`config.mk`:
```
export PLATFORM = sky130hd
export DESIGN_NAME = imem_loader_flat
export DESIGN_NICKNAME = d
export VERILOG_FILES = /design/src/rtl/imem_loader_if.sv /design/src/rtl/imem_loader.sv /design/src/flat_wrapper.sv
export SDC_FILE = /design/constraint.sdc
export NUM_CORES = 1
export LEC_CHECK = 0
export ABC_AREA = 1
export CAP_MARGIN = 20
export CORE_MARGIN = 3
export CORE_UTILIZATION = 42
export CTS_CLUSTER_SIZE = 12
export DETAILED_ROUTE_END_ITERATION = 8
export PLACE_DENSITY = 0.76
export SETUP_SLACK_MARGIN = 0.2
export SLEW_MARGIN = 10
export SYNTH_ARGS = -nofsm -noshare
export SYNTH_HDL_FRONTEND = slang
export SYNTH_SLANG_ARGS = --single-unit
```
`constraint.sdc`:
```
create_clock -name clk -period 3.6 [get_ports clk]
set_clock_uncertainty 0.2 [all_clocks]
set_input_delay 0.9 -clock clk [delete_from_list [all_inputs] [get_ports clk]]
set_output_delay 0.9 -clock clk [all_outputs]
set_load 0.01 [all_outputs]
```
`src/rtl/imem_loader_if.sv`:
```
// Byte-stream input and instruction-memory write port of the program loader.
interface imem_loader_if;
    logic        start;
    logic        abort;
    logic        byte_valid;
    logic [7:0]  byte_data;
    logic        byte_ready;
    logic        memWrite;
    logic [31:0] pc;
    logic [31:0] dataIn;
    logic        cpu_hold;
    logic        done;
    logic [4:0]  word_count;

    modport master (
        input  start, abort, byte_valid, byte_data,
        output byte_ready, memWrite, pc, dataIn, cpu_hold, done, word_count
    );

    modport slave (
        output start, abort, byte_valid, byte_data,
        input  byte_ready, memWrite, pc, dataIn, cpu_hold, done, word_count
    );
endinterface

```
`src/rtl/imem_loader.sv`:
```
// Program loader: packs a byte stream little-endian into 32-bit words and writes
// them to instruction memory while holding the core.
module imem_loader #(
    parameter int unsigned NUM_WORDS = 16,
    parameter int unsigned ADDR_STEP = 2
) (
    input  logic          clk,
    input  logic          reset,
    imem_loader_if.master bus
);
    typedef enum logic [1:0] {StIdle, StCollect, StWrite, StDone} stateT;

    localparam logic [3:0] LastIdx = 4'(NUM_WORDS - 1);

    stateT       stateQ, stateD;
    logic [1:0]  byteCntQ;
    logic [3:0]  wordIdxQ;
    logic [4:0]  wordCountQ;
    logic [31:0] pcQ, dataInQ;
    logic        byteReadyQ, memWriteQ, doneQ, cpuHoldQ;
    logic        byteFire;

    // A byte offered alongside abort is left unconsumed.
    assign byteFire = (stateQ == StCollect) && byteReadyQ && bus.byte_valid && !bus.abort;

    always_ff @(posedge clk or posedge reset) begin
        if (reset) begin
            stateQ <= StIdle;
        end else begin
            stateQ <= stateD;
        end
    end

    always_comb begin
        stateD = stateQ;
        unique case (stateQ)
            StIdle: begin
                if (bus.start) stateD = StCollect;
            end
            StCollect: begin
                if (bus.abort) begin
                    stateD = StIdle;
                end else if (byteFire && (byteCntQ == 2'd3)) begin
                    stateD = StWrite;
                end
            end
            StWrite: begin
                if (bus.abort) begin
                    stateD = StIdle;
                end else if (wordIdxQ == LastIdx) begin
                    stateD = StDone;
                end else begin
                    stateD = StCollect;
                end
            end
            StDone:  stateD = StIdle;
            default: stateD = StIdle;
        endcase
    end

    // Handshake and strobe outputs are registered from the next state so they
    // are glitch-free and line up with the state they describe.
    always_ff @(posedge clk or posedge reset) begin
        if (reset) begin
            byteReadyQ <= 1'b0;
            memWriteQ  <= 1'b0;
            doneQ      <= 1'b0;
            cpuHoldQ   <= 1'b0;
        end else begin
            byteReadyQ <= (stateD == StCollect);
            memWriteQ  <= (stateD == StWrite);
            doneQ      <= (stateD == StDone);
            cpuHoldQ   <= (stateD != StIdle);
        end
    end

    always_ff @(posedge clk or posedge reset) begin
        if (reset) begin
            byteCntQ   <= 2'd0;
            wordIdxQ   <= 4'd0;
            wordCountQ <= 5'd0;
            pcQ        <= 32'd0;
            dataInQ    <= 32'd0;
        end else begin
            unique case (stateQ)
                StIdle: begin
                    if (bus.start) begin
                        byteCntQ   <= 2'd0;
                        wordIdxQ   <= 4'd0;
                        wordCountQ <= 5'd0;
                        pcQ        <= 32'd0;
                    end
                end
                StCollect: begin
                    if (bus.abort) begin
                        byteCntQ <= 2'd0;
                    end else if (byteFire) begin
                        dataInQ[{byteCntQ, 3'b000} +: 8] <= bus.byte_data;
                        byteCntQ <= byteCntQ + 2'd1;
                    end
                end
                StWrite: begin
                    wordCountQ <= wordCountQ + 5'd1;
                    if (!bus.abort && (wordIdxQ != LastIdx)) begin
                        wordIdxQ <= wordIdxQ + 4'd1;
                        pcQ      <= pcQ + ADDR_STEP;
                    end
                end
                default: ;
            endcase
        end
    end

    assign bus.byte_ready = byteReadyQ;
    assign bus.memWrite   = memWriteQ;
    assign bus.done       = doneQ;
    assign bus.cpu_hold   = cpuHoldQ;
    assign bus.pc         = pcQ;
    assign bus.dataIn     = dataInQ;
    assign bus.word_count = wordCountQ;
endmodule

```
`src/flat_wrapper.sv`:
```
// flat-port wrapper written by rule: the top's interface ports become plain ports
module imem_loader_flat 
#(
    parameter int unsigned NUM_WORDS = 16,
    parameter int unsigned ADDR_STEP = 2
)
  (clk, reset, bus_start, bus_abort, bus_byte_valid, bus_byte_data, bus_byte_ready, bus_memWrite, bus_pc, bus_dataIn, bus_cpu_hold, bus_done, bus_word_count);
  imem_loader_if bus_i ();
  input  logic clk;
  input  logic reset;
  input wire logic [$bits(bus_i.start)-1:0] bus_start;
  input wire logic [$bits(bus_i.abort)-1:0] bus_abort;
  input wire logic [$bits(bus_i.byte_valid)-1:0] bus_byte_valid;
  input wire logic [$bits(bus_i.byte_data)-1:0] bus_byte_data;
  output wire logic [$bits(bus_i.byte_ready)-1:0] bus_byte_ready;
  output wire logic [$bits(bus_i.memWrite)-1:0] bus_memWrite;
  output wire logic [$bits(bus_i.pc)-1:0] bus_pc;
  output wire logic [$bits(bus_i.dataIn)-1:0] bus_dataIn;
  output wire logic [$bits(bus_i.cpu_hold)-1:0] bus_cpu_hold;
  output wire logic [$bits(bus_i.done)-1:0] bus_done;
  output wire logic [$bits(bus_i.word_count)-1:0] bus_word_count;
  assign bus_i.start = bus_start;
  assign bus_i.abort = bus_abort;
  assign bus_i.byte_valid = bus_byte_valid;
  assign bus_i.byte_data = bus_byte_data;
  assign bus_byte_ready = bus_i.byte_ready;
  assign bus_memWrite = bus_i.memWrite;
  assign bus_pc = bus_i.pc;
  assign bus_dataIn = bus_i.dataIn;
  assign bus_cpu_hold = bus_i.cpu_hold;
  assign bus_done = bus_i.done;
  assign bus_word_count = bus_i.word_count;
  imem_loader #(.NUM_WORDS(NUM_WORDS), .ADDR_STEP(ADDR_STEP)) u_core (.clk(clk), .reset(reset), .bus(bus_i));
endmodule
```
Word level (Yosys, flattened, before mapping) --
Index checks and enable logic that the tools add are counted.
Operators by class: bitwise operators 1, $add $sub $neg 5, eq/ne operators 12, reductions and logical operators 14, multiplexer cells 19, shift operators 2
Operator list (count):
- 32-bit 2-to-1 mux | 2
- 32-bit case mux with 2 select lines | 1
- 32-bit by 2-bit adder with 32-bit output, second input constant | 1
- 32-bit bitwise mux | 1
- 8-bit by 7-bit variable shift with 32-bit output, first input constant | 1
- 8-bit by 7-bit variable part select with 32-bit output | 1
- 2-bit 2-to-1 mux | 8
- 2-bit equality test, second input constant | 5
- 5-bit case mux with 2 select lines | 1
- 3-bit AND reduction | 3
- 4-bit 2-to-1 mux | 2
- 2-bit case mux with 4 select lines | 1
- 4-bit case mux with 2 select lines | 1
- 5-bit negation with 7-bit output | 1
- 2-bit nonzero test | 3
- 5-bit by 1-bit adder with 5-bit output, second input constant | 1
- 1-bit logical AND | 5
- 5-bit 2-to-1 mux | 1
- 4-bit by 1-bit adder with 4-bit output, second input constant | 1
- 2-bit by 1-bit equality test with 1-bit output, second input constant | 2
- 4-bit equality test, second input constant | 1
- 4-bit != test, second input constant | 1
- 2-bit case mux with 2 select lines | 1
- 3-bit by 2-bit != test with 1-bit output, second input constant | 1
- 7 further kinds | 7
Word-level totals: output and inout bits 73, input port bits 13, bits in registers 81, word-level logic and storage cells 63

Logic depth before layout (Yosys ltp) --
Gate-level depths: netlist of run 1.
depth in word-level cells 9, mapped depth 10, gate-level depth less buffers 10

Worst setup path before layout of run 1 --
Ideal clock, no wire load.
kind register to register, start point register u_core.byteCntQ[0], end point register u_core.dataInQ[0] (netlist: u_core.bus.dataIn[0]), path buffers 3, stages on the path, launching flop included 9, setup slack 1.146 ns, clock period less this slack 2.454 ns, library setup time 0.073 ns, arrival time 2.181 ns, required time 3.327 ns, cell sequence dfrtp_1 > clkbuf_1 > clkbuf_1 > inv_1 > ha_1 > clkbuf_1 > nor3_2 > nand2_1 > a21oi_2
Between the ends: word-level cells in the longest chain between the ends 3, elaborated cells between the ends (all ways) 4, those cells by class add/sub: 1; shift: 2; mux: 1
RTL lines:
- start: declaration | line imem_loader.sv:16 | logic [1:0] byteCntQ;
- start signal: assignment | line imem_loader.sv:99 | byteCntQ <= byteCntQ + 2'd1;
- 5-bit negation with 7-bit output (*) | line imem_loader.sv:98 | dataInQ[{byteCntQ, 3'b000} +: 8] <= bus.byte_data;
- 8-bit by 7-bit variable part select with 32-bit output or 8-bit by 7-bit variable shift with 32-bit output (tied branches) | line imem_loader.sv:98
- 32-bit bitwise mux (*) | line imem_loader.sv:98
- end signal: indexed assignment | line imem_loader.sv:98
- end: declaration | line imem_loader.sv:19 | logic [31:0] pcQ, dataInQ;
Every way passes the cells marked *; elsewhere a longest branch is shown, timed or not. A chain may end at the register's enable or synchronous reset.

Worst setup path in the final report of run 1 --
start point input bus_abort, end point register u_core.pcQ[10] (netlist: u_core.bus.pc[10])
Between the ends: word-level cells in the longest chain between the ends 4
RTL lines:
- start: declaration | line flat_wrapper.sv:12 | input wire logic [$bits(bus_i.abort)-1:0] bus_abort;
- 1-bit logical NOT | line imem_loader.sv:104 | if (!bus.abort && (wordIdxQ != LastIdx)) begin
- 1-bit logical AND | line imem_loader.sv:104
- 2-bit by 1-bit != test with 1-bit output (no source line)
- 3-bit AND reduction (no source line)
- end signal: assignment | line imem_loader.sv:106 | pcQ <= pcQ + ADDR_STEP;
- end: declaration | line imem_loader.sv:19
Every way passes these cells.

==> results of run 1 <==
## layout by cell type, fill, tap and decap left out, types with 3 or more instances in the layout
| cell | instances |
|---|---|
| nand2_1 | 142 |
| clkdlybuf4s50_1 | 84 |
| clkinv_2 | 3 |
| a21oi_1 | 19 |
| clkbuf_8 | 9 |
| nand3_1 | 37 |
| a31oi_1 | 5 |
| dfrtp_1 | 80 |
| o21ai_1 | 14 |
| nor2_2 | 6 |
| inv_1 | 53 |
| ha_1 | 8 |
| nand4_1 | 24 |
| nor2_1 | 90 |
| nor2_4 | 3 |
| nor3_1 | 4 |
| inv_2 | 3 |
| o21ai_0 | 30 |
## final timing paths
kind	to	slack, ns
max	u_core.bus.pc[10]$_DFFE_PP0P_	1.07
min	u_core.bus.dataIn[28]$_DFFE_PP0P_	0.29
max reg2reg	u_core.bus.dataIn[22]$_DFFE_PP0P_	1.24
min reg2reg	u_core.bus.dataIn[28]$_DFFE_PP0P_	0.29
max in group asynchronous	u_core.bus.pc[23]$_DFFE_PP0P_	1.82
min in group asynchronous	u_core.bus.dataIn[20]$_DFFE_PP0P_	0.73
## metal layers
metal | vias up | global-route usage | wire length, um
li1 | 1961 | - | -
met1 | 1808 | 0.242 | 4550
met2 | 141 | 0.324 | 5100
met4 | 0 | 0.0548 | 142
met3 | 20 | 0.0614 | 857
met5 | - | 0 | 0
## critical path, stage by stage
cell and delay (ns):
clkdlybuf4s50_1 0.48, a21oi_1 0.26, nand3_4 0.19, inv_2 0.41, nand2_1 0.13, nand2_1 0.08, nand2_1 0.05, nor2_1 0.10
## registers in the layout, summed over array words and instances, names as in the netlist, 2 cells and up
| name | count |
|---|---|
| u_core.bus.dataIn | 32 |
| u_core.bus.pc | 31 |
| u_core.bus.word_count | 5 |
| u_core.wordIdxQ | 4 |
| u_core.byteCntQ | 2 |
| u_core.stateQ | 2 |
## kinds of logic (layout without fill, tap and decap cells)
logic type	count (synthesis)	after routing	synth area share
buf+inv	74	161	0.0787
other cells	1	1	0.000880
fa+ha+maj	8	8	0.0235
simple gates	317	317	0.333
flops	80	80	0.470
compound gates	74	74	0.0925
xor+xnor	1	1	0.00205
## stage by stage
step,utilization,area (um^2),worst slack (ns),hold WS [ns]
2_1_floorplan,-,4260,0.448,0.261
3_3_place_gp,0.528,5190,0.773,0.271
3_5_place_dp,0.528,5190,0.711,0.278
4_1_cts,0.545,5350,1.07,0.299
5_1_grt,0.545,5350,0.906,0.321
6_report,0.545,5350,1.07,0.295
## layout make-up
cell class	instances	area share
timing repair buffer	87	0.164
tap	133	0.0311
sequential	80	0.374
multi-input combinational	401	0.360
inverter	58	0.0409
clock inverter	5	0.00631
clock buffer	11	0.0245
## power groups by stage
stage	clock network, mW	registers (mW)	logic, mW
4_1_cts	0.601	0.996	0.377
5_1_grt	0.644	1.00	0.414
6_report	0.585	0.995	0.373
2_1_floorplan	0	1.03	0.195
3_3_place_gp	0	1.01	0.368
3_5_place_dp	0	1.01	0.375
==> flow_summary_export.csv, run 1 <==
group,metric,value,unit
synth,syn_avg_cell_area,7.68,um^2
power_and_ir_drop,finalPower,1.95,mW
synth,yosysSeqAreaShare,0.470,
die,die-area,11400,um^2
job,cap_violations,0,
clock_tree,cts_setup_buffers,0,
cells_and_area,fin_nets,658,
global_route,grt_pass1_vias,3773,
outcome,outcome,"finished clean",
placement,gp_congestion,0.905,
clock_tree,post_cts_hold_buffer_count,0,
cells_and_area,regArea,2000,um^2
timing,grt_setup_unrepaired,"false",
die,die_h,107,um
power_and_ir_drop,internal-power,1.37,mW
timing,fin_tns_setup,0,ns
detailed_routing,vias,3930,
setup_path,cp.arrival,2.61,ns
synth,ys_types,37,
setup_path,start_kind,"primary input",
hold_path,min_path_cells,2,
cells_and_area,finalNonFillerCells,775,
cells_and_area,drive_above_1_share,0.0639,
detailed_routing,finalWirelength,10700,um
global_route,track_usage,0.194,
timing,slew_violations,0,
power_and_ir_drop,switching_power,584,uW
power_and_ir_drop,pwr-share-clk,0.300,
cells_and_area,multiInputGateArea,1930,um^2
setup_path,r2r_start,"u_core.byteCntQ[1]$_DFFE_PP0P_",
cells_and_area,syn_to_final_growth,25.6,%
placement,dp_hpwl,7920,um
die,die_w,107,um
setup_path,startpoint,"bus_abort",
placement,place_inst,759,
global_route,antenna_found_initial,0,
global_route,grt-ovfl-total,0,
timing,fin_crit,2.53,ns
die,core,9820,um^2
detailed_routing,drt_first_pass_iters,6,
placement,port_buffers,84,
clock_tree,htreeDepth,3,
detailed_routing,ant_nets,0,
synth,synthArstFlopShare,1.00,
synth,synthCells,555,
global_route,grt_max_degree,47,
synth,synth.most_common_cell,"nand2_1",
timing,tightest_slew,0.623,ns
power_and_ir_drop,p_leak,2.38,nW
timing,setup_viol,0,
power_and_ir_drop,power_density,365,nW/um^2
synth,syn-cell-area,4260,um^2
clock_tree,clockBufferDepth,2,
setup_path,reg2reg_depth,6,
setup_path,path_max_fanout,33,
clock_tree,cts_buffers,9,
synth,synth_top_area_frac,0.470,
die,start_util,0.434,
die,ios,86,
power_and_ir_drop,pwr-share-comb,0.191,
synth,synth-edff-count,0,
timing,fin_crit_sh,0.704,
detailed_routing,avgViaCountPerCell,5.07,
setup_path,crit_required,3.68,ns
synth,synth_ff_type,"dfrtp_1",
clock_tree,clockRootBuffer,"clkbuf_8",
power_and_ir_drop,swShare,0.299,
synth,syn_nets,576,
clock_tree,clk_latency,0.35,ns
cells_and_area,nFillCells,949,
hold_path,hold_path_startpoint,"u_core.bus.dataIn[28]$_DFFE_PP0P_",
synth,ys_top_cells_by_area,"dfrtp_1, nand2_1, nor2_1, inv_1, nand3_1",
detailed_routing,first_iter_violations,135,
die,num_rows,36,
synth,yosys_warnings,0,
synth,synth_common_cells,"nand2_1, nor2_1, dfrtp_1",
clock_tree,clk_pin_slew,0.08,ns
timing,fmax,395,MHz
timing,hold_viol,0,
cells_and_area,num_antenna_cells,0,
global_route,grt_pass1_wl,17900,um
power_and_ir_drop,power_frac_seq,0.510,
clock_tree,cts_resized,0,
setup_path,path_class,"in2reg",
detailed_routing,drt-wirelength-per-cell,13.7,um
clock_tree,cts_tree,"built",
hold_path,hold_path.class,"reg2reg",
detailed_routing,drc,0,
synth,ys_seq_elements,80,
synth,synth_top_area_cell,"dfrtp_1",
timing,slew_headroom,0.584,
setup_path,crit_path_end_kind,"flop",
clock_tree,cts.sinks,80,
power_and_ir_drop,ir_drop,0.000345,V
Note: power is estimated with default switching activity, not from simulation.
==> run 2: changes to the inputs <==
Settings changed: PLACE_DENSITY 0.76 to 0.79.
Clock period 3.6 ns to 2.1 ns, I/O delays scaled along.
==> run 2 against run 1 <==
  * Core utilization rose by 5.4 points
  * Sequential power rose by 72%
  * First-iteration DRC count rose by 67%
  * Worst setup slack got worse by 0.80 ns
  * Die area did not move
  * Non-clock buffer count rose by 46
  * Worst hold slack improved by 0.0096 ns
  * Flip-flop and latch count did not move
  * Combinational power rose by 94%
  * Count of clock-buffer cells in the layout did not move
  * Via count rose by 10%
==> flow_summary_export.csv, run 2 (synthesis gave the netlist of run 1 again) <==
group,metric,value,unit
timing,setup_viol,0,
hold_path,min_path_cells,2,
cells_and_area,fin_nets,708,
cells_and_area,drive_above_1_share,0.173,
cells_and_area,final_area,5890,um^2
setup_path,crit_required,1.37,ns
die,die_h,107,um
placement,gp_congestion,0.937,
power_and_ir_drop,p_leak,2.99,nW
setup_path,crit_path_end_kind,"primary output",
clock_tree,cts.sinks,80,
die,ios,86,
setup_path,cpPeakStageDelay,0.46,ns
hold_path,hold_path_startpoint,"u_core.bus.dataIn[27]$_DFFE_PP0P_",
die,num_rows,36,
setup_path,critical_path.top_delay_family,"flip-flops",
placement,placed_area,5340,um^2
power_and_ir_drop,power_density,629,nW/um^2
detailed_routing,vias,4333,
placement,place_inst,771,
setup_path,path_cells,"dlygate4sd2_1",
global_route,grt_pass1_vias,4132,
global_route,grt-ovfl-total,0,
setup_path,crit_slowest_cell,"dfrtp_2",
cells_and_area,largest_register_ffs,32,
timing,hold_viol,0,
clock_tree,clk_pin_slew,0.08,ns
die,die-area,11400,um^2
die,die_w,107,um
global_route,antenna_found_initial,0,
cells_and_area,regArea,2010,um^2
detailed_routing,drt_first_pass_iters,5,
job,cap_violations,0,
power_and_ir_drop,ir_drop,0.000412,V
setup_path,reg2reg_depth,7,
global_route,track_usage,0.208,
timing,grt_setup_unrepaired,"true",
power_and_ir_drop,finalPower,3.70,mW
placement,dp_hpwl,8280,um
detailed_routing,finalWirelength,12000,um
cells_and_area,nFillCells,902,
timing,fin_tns_setup,0,ns
clock_tree,clockRootBuffer,"clkbuf_8",
cells_and_area,finalNonFillerCells,825,
clock_tree,clockBufferDepth,2,
global_route,grt_pass1_wl,19400,um
hold_path,hold_path.class,"reg2reg",
timing,slew_violations,0,
setup_path,cp_num_buf_inv,1,
clock_tree,cts_buffers,9,
cells_and_area,multiInputGateArea,2080,um^2
clock_tree,post_cts_hold_buffer_count,0,
timing,fin_crit_sh,0.873,
clock_tree,htreeDepth,3,
timing,fmax,545,MHz
detailed_routing,drt-wirelength-per-cell,14.6,um
cells_and_area,num_antenna_cells,0,
cells_and_area,final_common_cell,"nand2_1",
setup_path,regToRegSetupSlack,0.30,ns
detailed_routing,first_iter_violations,225,
die,start_util,0.434,
setup_path,path_max_fanout,6,
timing,holdWs,0.304,ns
detailed_routing,drc,0,
setup_path,cp.arrival,1.11,ns
cells_and_area,final_cell_mix,"nand2_1, nor2_1, dfrtp_1, dlygate4sd2_1, inv_1",
detailed_routing,ant_nets,0,
clock_tree,clk_latency,0.36,ns
setup_path,r2r_start,"u_core.byteCntQ[1]$_DFFE_PP0P_",
global_route,grt_max_degree,59,
setup_path,start_kind,"flop",
setup_path,path_class,"reg2out",
die,core,9820,um^2
hold_path,holdPathEnd,"u_core.bus.dataIn[27]$_DFFE_PP0P_",
timing,fin_crit,1.83,ns
detailed_routing,avgViaCountPerCell,5.25,
setup_path,rr_endpoint,"u_core.bus.dataIn[18]$_DFFE_PP0P_",
outcome,outcome,"finished clean",
clock_tree,cts_tree,"built",
placement,port_buffers,84,
cells_and_area,syn_to_final_growth,38.1,%
-- run 2: cell types whose count changed in the layout (fill, tap and decap cells not counted), moves of 3 or more --
cell	change
buf_4	+42
clkdlybuf4s50_1	-73
dfrtp_1	-8
dfrtp_2	+8
dlygate4sd2_1	+71
inv_1	-3
nor2_1	-10
nor2_2	+6
nor2_4	+7
-- run 2: repair_timing --
item / 4_1_cts / 5_1_grt
setup endpoints to repair: 91 / 50
resized for setup: 78 / 27
setup buffers: 25 / 8
pin swaps: 4 / 7
hold endpoints to repair: 0 / 0
cloned: 1 / 4
-- run 2: routing by layer --
| metal | vias to the layer above | GRT usage | wire length, um |
|---|---|---|---|
| met4 | 0 | 0.0612 | 231 |
| met2 | 242 | 0.366 | 5960 |
| met5 | - | 0 | 0 |
| met3 | 30 | 0.0548 | 1030 |
| li1 | 2071 | - | - |
| met1 | 1990 | 0.250 | 4810 |
-- run 2: final cells by class --
cell class                 instances  area share
clock buffer                      11      0.0240
clock inverter                     5      0.0138
inverter                          58      0.0383
multi-input combinational        405       0.353
sequential                        80       0.342
tap                              133      0.0283
timing repair buffer             133       0.201
-- run 2: metrics by stage --
stage	util	setup WS (ns)
finish	0.599	0.266
global route	0.599	0.159
CTS	0.578	0.0139
detailed placement	0.543	-0.234
global placement	0.543	-0.170
floorplan	-	0.181
-- run 2: how the worst max path moves through the flow --
stage	start	to	slack, ns	cells past startpoint
final	u_core.bus.pc[24]$_DFFE_PP0P_	bus_pc[24]	0.27	1
after detailed placement	bus_abort	u_core.bus.dataIn[5]$_DFFE_PP0P_	-0.23	6
after global placement	bus_abort	u_core.bus.dataIn[4]$_DFFE_PP0P_	-0.17	6
after global routing	u_core.wordIdxQ[1]$_DFFE_PP0P_	u_core.bus.pc[10]$_DFFE_PP0P_	0.16	11
after floorplan	u_core.byteCntQ[0]$_DFFE_PP0P_	u_core.bus.dataIn[1]$_DFFE_PP0P_	0.18	9
after CTS	u_core.bus.pc[23]$_DFFE_PP0P_	bus_pc[23]	0.01	1
-- run 2: where the power goes --
group	internal, mW	switching, mW	total, mW	leakage (nW)
clock	0.703	0.568	1.27	0.110
combinational	0.306	0.419	0.725	1.81
sequential	1.64	0.0641	1.71	1.08
